`config.mk`:
```
export PLATFORM = sky130hd
export DESIGN_NAME = telemetry_packetizer
export DESIGN_NICKNAME = d
export VERILOG_FILES = /design/src/rtl/telemetry_packetizer.sv
export SDC_FILE = /design/constraint.sdc
export NUM_CORES = 1
export LEC_CHECK = 0
export ABC_AREA = 1
export CORE_ASPECT_RATIO = 0.75
export CORE_MARGIN = 1.5
export CORE_UTILIZATION = 30
export CTS_CLUSTER_DIAMETER = 150
export CTS_CLUSTER_SIZE = 25
export DETAILED_ROUTE_END_ITERATION = 7
export GPL_TIMING_DRIVEN = 0
export SLEW_MARGIN = 0
export SYNTH_ARGS = -nofsm -noshare
export SYNTH_HDL_FRONTEND = slang
export SYNTH_SLANG_ARGS = --single-unit
```
`constraint.sdc`:
```
create_clock -name clock -period 1.7 [get_ports clock]
set_input_delay 0.425 -clock clock [delete_from_list [all_inputs] [get_ports clock]]
set_output_delay 0.425 -clock clock [all_outputs]
set_load 0.05 [all_outputs]
```
`src/rtl/telemetry_packetizer.sv`:
```
// Frames fixed-width tracking samples into SYNC/SEQ/PAYLOAD/CHECKSUM byte packets
// and hands them one byte at a time to UARTInterface over a data_rdy/tx_busy handshake.
module telemetry_packetizer #(
  parameter int          PAYLOAD_BYTES = 4,
  parameter logic [7:0]  SYNC_BYTE     = 8'hA5
) (
  input  logic                         clock,
  input  logic                         reset,
  input  logic                         sample_valid,
  output logic                         sample_ready,
  input  logic [8*PAYLOAD_BYTES-1:0]   sample_data,
  output logic [7:0]                   data,
  output logic                         data_rdy,
  input  logic                         tx_busy,
  output logic                         pkt_done,
  output logic [7:0]                   seq,
  output logic [1:0]                   dbg_state
);

  localparam int PAYLOAD_W = 8 * PAYLOAD_BYTES;
  localparam int IDX_W     = $clog2(PAYLOAD_BYTES + 3);
  localparam logic [IDX_W-1:0] LAST_IDX  = IDX_W'(PAYLOAD_BYTES + 2);
  localparam logic [IDX_W-1:0] FIRST_PAY = IDX_W'(2);

  // Handshakes: upstream sample moves on sample_valid && sample_ready; a byte moves
  // to the UART on data_rdy && !tx_busy, and data is held stable until that happens.
  typedef enum logic [1:0] {
    IDLE   = 2'd0,
    SEND   = 2'd1,
    SETTLE = 2'd2
  } state_e;

  state_e                 state_q, state_d;
  logic [PAYLOAD_W-1:0]   hold_q, hold_d;
  logic                   hold_full_q, hold_full_d;
  logic [PAYLOAD_W-1:0]   payload_q, payload_d;
  logic [IDX_W-1:0]       idx_q, idx_d;
  logic [7:0]             csum_q, csum_d;
  logic [7:0]             data_q, data_d;
  logic                   data_rdy_q, data_rdy_d;
  logic                   pkt_done_q, pkt_done_d;
  logic [7:0]             seq_q, seq_d;

  logic                   accept;
  logic                   load;
  logic                   byte_acc;
  logic [IDX_W-1:0]       next_idx;
  logic [7:0]             next_byte;

  always_comb begin
    state_d     = state_q;
    hold_d      = hold_q;
    hold_full_d = hold_full_q;
    payload_d   = payload_q;
    idx_d       = idx_q;
    csum_d      = csum_q;
    data_d      = data_q;
    data_rdy_d  = data_rdy_q;
    pkt_done_d  = 1'b0;
    seq_d       = seq_q;
    load        = 1'b0;

    accept   = sample_valid && !hold_full_q;
    byte_acc = (state_q == SEND) && data_rdy_q && !tx_busy;
    next_idx = idx_q + IDX_W'(1);

    // The payload shift register always presents the next unsent payload byte on top.
    if (next_idx == IDX_W'(1)) begin
      next_byte = seq_q;
    end else if (next_idx == LAST_IDX) begin
      next_byte = csum_q;
    end else begin
      next_byte = payload_q[PAYLOAD_W-1 -: 8];
    end

    case (state_q)
      IDLE: begin
        if (hold_full_q) begin
          load       = 1'b1;
          payload_d  = hold_q;
          idx_d      = '0;
          csum_d     = 8'h00;
          data_d     = SYNC_BYTE;
          data_rdy_d = 1'b1;
          state_d    = SEND;
        end
      end
      SEND: begin
        if (byte_acc) begin
          data_rdy_d = 1'b0;
          state_d    = SETTLE;
          if (idx_q != '0 && idx_q != LAST_IDX) begin
            csum_d = csum_q + data_q;
          end
          if (idx_q >= FIRST_PAY && idx_q != LAST_IDX) begin
            payload_d = payload_q << 8;
          end
          if (idx_q == LAST_IDX) begin
            pkt_done_d = 1'b1;
            seq_d      = seq_q + 8'd1;
          end
        end
      end
      SETTLE: begin
        // One dead cycle lets the UART's tx_busy rise before the next byte is offered.
        if (idx_q == LAST_IDX) begin
          state_d = IDLE;
        end else begin
          idx_d      = next_idx;
          data_d     = next_byte;
          data_rdy_d = 1'b1;
          state_d    = SEND;
        end
      end
      default: begin
        state_d    = IDLE;
        data_rdy_d = 1'b0;
      end
    endcase

    if (load) begin
      hold_full_d = 1'b0;
    end
    if (accept) begin
      hold_d      = sample_data;
      hold_full_d = 1'b1;
    end
  end

  always_ff @(posedge clock) begin
    if (reset) begin
      state_q     <= IDLE;
      hold_q      <= '0;
      hold_full_q <= 1'b0;
      payload_q   <= '0;
      idx_q       <= '0;
      csum_q      <= 8'h00;
      data_q      <= 8'h00;
      data_rdy_q  <= 1'b0;
      pkt_done_q  <= 1'b0;
      seq_q       <= 8'h00;
    end else begin
      state_q     <= state_d;
      hold_q      <= hold_d;
      hold_full_q <= hold_full_d;
      payload_q   <= payload_d;
      idx_q       <= idx_d;
      csum_q      <= csum_d;
      data_q      <= data_d;
      data_rdy_q  <= data_rdy_d;
      pkt_done_q  <= pkt_done_d;
      seq_q       <= seq_d;
    end
  end

  assign sample_ready = !hold_full_q;
  assign data         = data_q;
  assign data_rdy     = data_rdy_q;
  assign pkt_done     = pkt_done_q;
  assign seq          = seq_q;
  assign dbg_state    = state_q;

endmodule

```
Word-level counts from Yosys, hierarchy flattened --
Cells that the tools add are included.
Cells by class: $add $sub $neg 3, $lt $le $gt $ge 1, equality and inequality tests 11, mux-type cells 29, bitwise gates (word level) 2, reductions and logical operators 19
Operators with widths (count):
- $mux 32 | 3
- $pmux 32 s2 | 1
- $mux 8 | 7
- $pmux 8 s2 | 2
- $mux 1 | 9
- $reduce_and 3->1 | 3
- $add 8x1->8 const B | 1
- $add 8x8->8 | 1
- $reduce_and 4->1 | 2
- $eq 3x3->1 const B | 2
- $mux 3 | 2
- $ne 2x2->1 const B | 3
- $pmux 2 s3 | 1
- $pmux 3 s2 | 1
- $reduce_bool 2->1 | 3
- $logic_and 1x1->1 | 5
- $mux 2 | 2
- $ne 2x1->1 const B | 2
- $add 3x1->3 const B | 1
- $eq 3x1->1 const B | 1
- $ge 3x2->1 const B | 1
- $ne 3x3->1 const B | 1
- $pmux 1 s3 | 1
- $reduce_bool 3->1 | 1
- 7 further kinds | 9
Storage, ports and cells: flip-flop bits (word level) 96, input port bits 36, output and inout port bits 21, word-level logic and storage cells 75

Longest topological paths before layout --
Gate-level depths: netlist of run 1.
word-level depth 6, gate-level depth with buffers 11, depth with buffers taken out 11

Worst setup path before layout of run 1 --
Ideal clock, no wire load.
path kind register to register, from register data_q[0] (netlist: data[0]), to register csum_q[6], library setup time 0.070 ns, arrival 1.657 ns, required time 1.630 ns, setup slack -0.027 ns, stages on the path, launching flop included 10, path buffers 0, clock period less this slack 1.727 ns, cell sequence dfxtp_1 ha_1 fa_1 nand2_1 nand2_1 nand3b_1 nand2_1 nand2_1 nand3_1 a21oi_1
Between the ends: longest elaborated chain between the ends 4
RTL lines:
- start, declared | line 39 | logic [7:0] data_q, data_d;
- start signal, assigned | line 149 | data_q <= data_d;
- $add 8x8->8 | line 93 | csum_d = csum_q + data_q;
- $mux 8 | line 92 | if (idx_q != '0 && idx_q != LAST_IDX) begin
- $mux 8 | line 89 | if (byte_acc) begin
- $pmux 8 s2 | line 76 | case (state_q)
- end signal, assigned | line 148 | csum_q <= csum_d;
- end, declared | line 38 | logic [7:0] csum_q, csum_d;
No other way between the ends. The select of a mux whose other input is x is not followed. A chain may end at the register's enable or synchronous reset.

Final worst setup path of run 1 --
from register seq_q[1] (netlist: seq[1]), to output seq[1]
RTL lines:
- start, declared | line 42 | logic [7:0] seq_q, seq_d;
- start signal, assigned | line 152 | seq_q <= seq_d;
- end, declared | line 16 | output logic [7:0] seq,
No word-level cell between the ends.

==> reports/qor.csv, run 1 <==
metric,value,unit
run_status,"finished, final reports clean",
maxSlewHeadroom,0.612,
top_level_ports,57,
maxCapViolations,0,
timing.critical_path.slowest_cell_delay,520,ps
grt_remaining_overflow,0,
via_count,3988,
htree_num_levels,3,
drv_slew,0,
hold_violations,0,
path_cells,clkdlybuf4s15_1,
cell_count_after_synthesis,630,
max_clock_freq,0.599,GHz
r2r_start,data[0]$_SDFFE_PP0P_,
place_hpwl,8.44,mm
post_dp_cell_area,5190,µm²
dpl.cell_count,886,
synth-edff-count,0,
worstMarginPinSlew,582,ps
crit_type,flop to output port,
synth.ff_latch_count,96,
gp_congestion,0.828,
drc_errors,0,
hold_ws,461,ps
ant_cells,0,
worstSkewPairLatency,350,ps
worstSetupPathDepth,1,
synthesis.yosys.warnings,0,
hp-class,flop to flop,
start_util,0.305,
clk_pin_slew,70,ps
cts_buffers,9,
critPathCaptureType,output port,
crit_start,seq[1]$_SDFFE_PP0P_,
finalSetupTns,0,ps
cts_tree,yes,
finish.instance_area,5510,µm²
cts_sinks,96,
cp_max_fo,4,
period_share,0.981,
fin_nets,750,
startpoint_type,flop,
detail_route.vias_per_cell,4.41,
routed_wl,11.3,mm
utilization,0.383,
synth_cell_count_leaders,"sky130_fd_sc_hd__nand2_1 (161), sky130_fd_sc_hd__nor2_1 (128), sky130_fd_sc_hd__dfxtp_1 (96), sky130_fd_sc_hd__o21ai_0 (60), sky130_fd_sc_hd__a21oi_1 (43)",
finalCriticalPeriod,1670,ps
ratio_of_cells_with_drive_above_1_in_the_final_layout,0.119,
cts_max_path_buffers,2,
critical_path_buf_inv_count,1,
critical_path.slowest_cell,sky130_fd_sc_hd__clkdlybuf4s15_1,
area_growth,25.7,%
floorplan_die_area,15300,µm²
holdBufCountCts,0,
most_common_cell_in_the_netlist,sky130_fd_sc_hd__nand2_1,
post_synth_main_area_contributors,"sky130_fd_sc_hd__dfxtp_1 (44%), sky130_fd_sc_hd__nand2_1 (14%), sky130_fd_sc_hd__nor2_1 (11%), sky130_fd_sc_hd__o21ai_0 (6.9%), sky130_fd_sc_hd__a21oi_1 (4.9%)",
synthesis.area,4380,µm²
reg2reg_depth,9,
holdPathStages,1,
groute.usage.overall,0.156,
synthArstFlopShare,0,
setup_viol_count_final,0,
die_width,143,µm
die_height,108,µm
placeableCoreArea,14400,µm²
final.setup_skew,8.27,ps
post-synth-top-area-fraction,0.439,
yosysTopAreaCell,sky130_fd_sc_hd__dfxtp_1,
synthesis.nets,680,
number_of_antenna_violations_at_the_first_check_in_global_routing,0,
static-leakage-power,2.34,nW
vdd_drop_max,0.000495,V
crit_family,buffers and inverters,
stdcell_count,905,
root_buffer,sky130_fd_sc_hd__clkbuf_16,
rows,38,
vias_in_the_first_global_route,3666,
grt_first_pass_wirelength,18.5,mm
required_time_worst_endpoint,1270,ps
seq_area_frac_synth,0.439,
arrival,1240,ps
final_antenna_net_count,0,
timing.hold.worst.start,idx_q[0]$_SDFFE_PP0P_,
drt_iter0_markers,208,
syn_avg_cell_area,6.96,µm²
place.port_buffers,56,
drt-pass1-iter-count,5,
post_drt_wl_per_cell,12.4,µm
grt_start_max_net_pins,17,
power_density,935,nW/µm²
synth_cell_types,29,
synth_ff_type,sky130_fd_sc_hd__dfxtp_1,
-- cell type report --
| type | instances | area (µm²) |
|---|---|---|
| Buffer | 28 | 168 |
| Timing Repair Buffer | 59 | 533 |
| Multi-Input combinational cell | 468 | 2200 |
| Fill cell | 1591 | 8850 |
| Clock inverter | 6 | 46.3 |
| Sequential cell | 96 | 1930 |
| Inverter | 38 | 148 |
| Clock buffer | 10 | 229 |
| Tap cell | 200 | 250 |
-- per-stage QoR --
stage	worst slack, ps	power [mW]
floorplan	0.147	3.03
CTS	3.51	5.19
global placement	-542	3.31
finish	31.7	5.15
global route	-0.781	5.39
detailed placement	-540	3.31
-- power by group --
group | internal (mW) | leakage (nW) | switching [mW]
logic | 0.293 | 1.42 | 0.473
clock network | 0.997 | 0.129 | 0.892
registers | 2.40 | 0.789 | 0.0901
total | 3.70 | 2.34 | 1.46
-- metal layers --
layer  part of all wire  global-route usage  wire length (µm)
met5                  0                   0                 0
met2               0.39               0.222              4360
met3              0.049              0.0365               556
met4              0.011              0.0464               123
met1               0.55               0.231              6210
-- placed cells by master, fill, tap and decap left out, types with 12 or more instances in the layout --
cell	synthesis	routed
sky130_fd_sc_hd__a21oi_1	43	43
sky130_fd_sc_hd__clkbuf_1	15	12
sky130_fd_sc_hd__clkbuf_2	1	15
sky130_fd_sc_hd__clkdlybuf4s50_1	0	35
sky130_fd_sc_hd__dfxtp_1	96	92
sky130_fd_sc_hd__inv_1	30	30
sky130_fd_sc_hd__nand2_1	161	161
sky130_fd_sc_hd__nand3_1	21	21
sky130_fd_sc_hd__nor2_1	128	126
sky130_fd_sc_hd__o21ai_0	60	52
sky130_fd_sc_hd__o21ai_1	15	21
-- final timing paths --
| check | slack (ps) | end |
|---|---|---|
| worst max-delay path | 30 | seq[1] |
| worst min-delay path | 460 | idx_q[0]$_SDFFE_PP0P_ |
| worst max register to register | 100 | csum_q[6]$_SDFFE_PP0P_ |
| worst min register to register | 460 | idx_q[0]$_SDFFE_PP0P_ |
-- what timing repair did --
action / in CTS / in global routing
gates resized for setup: 44 / 39
hold endpoints to repair: 0 / 0
buffers inserted: 0 / 3
endpoints found under the setup margin: 88 / 81
pin swaps: 0 / 2
-- flip-flops by register name, summed over array words and instances, names as in the netlist --
name and cells:
csum_q 8, data 8, data_rdy 1, dbg_state 2, hold_full_q 1, hold_q 32
idx_q 3, payload_q 32, pkt_done 1, seq 8
-- cell families after synthesis --
| logic type | count (synthesis) | synth area share |
|---|---|---|
| and+or+nand+nor | 333 | 0.310 |
| adders and majority gates | 14 | 0.0417 |
| xor gates and xnor gates | 1 | 0.00200 |
| DFF | 96 | 0.439 |
| buffers and inverters | 66 | 0.0694 |
| AOI/OAI and AO/OA | 120 | 0.138 |
Power figures use the tool's default switching activity.
==> run 2: changes to the inputs <==
--- a/config.mk
+++ b/config.mk
@@ -9,7 +9,7 @@
 export CORE_ASPECT_RATIO = 0.75
 export CORE_MARGIN = 1.5
 export CORE_UTILIZATION = 30
-export CTS_CLUSTER_DIAMETER = 150
+export CTS_CLUSTER_DIAMETER = 80
 export CTS_CLUSTER_SIZE = 25
 export DETAILED_ROUTE_END_ITERATION = 7
 export GPL_TIMING_DRIVEN = 0
==> results of run 2 <==
Final layout, timing and power as in run 1 (identical DEF).
==> run 3: changes to the inputs <==
--- a/config.mk
+++ b/config.mk
@@ -6,6 +6,7 @@
 export NUM_CORES = 1
 export LEC_CHECK = 0
 export ABC_AREA = 1
+export CAP_MARGIN = 20
 export CORE_ASPECT_RATIO = 0.75
 export CORE_MARGIN = 1.5
 export CORE_UTILIZATION = 30
==> results of run 3 <==
Final layout, timing and power as in run 1 (identical DEF).
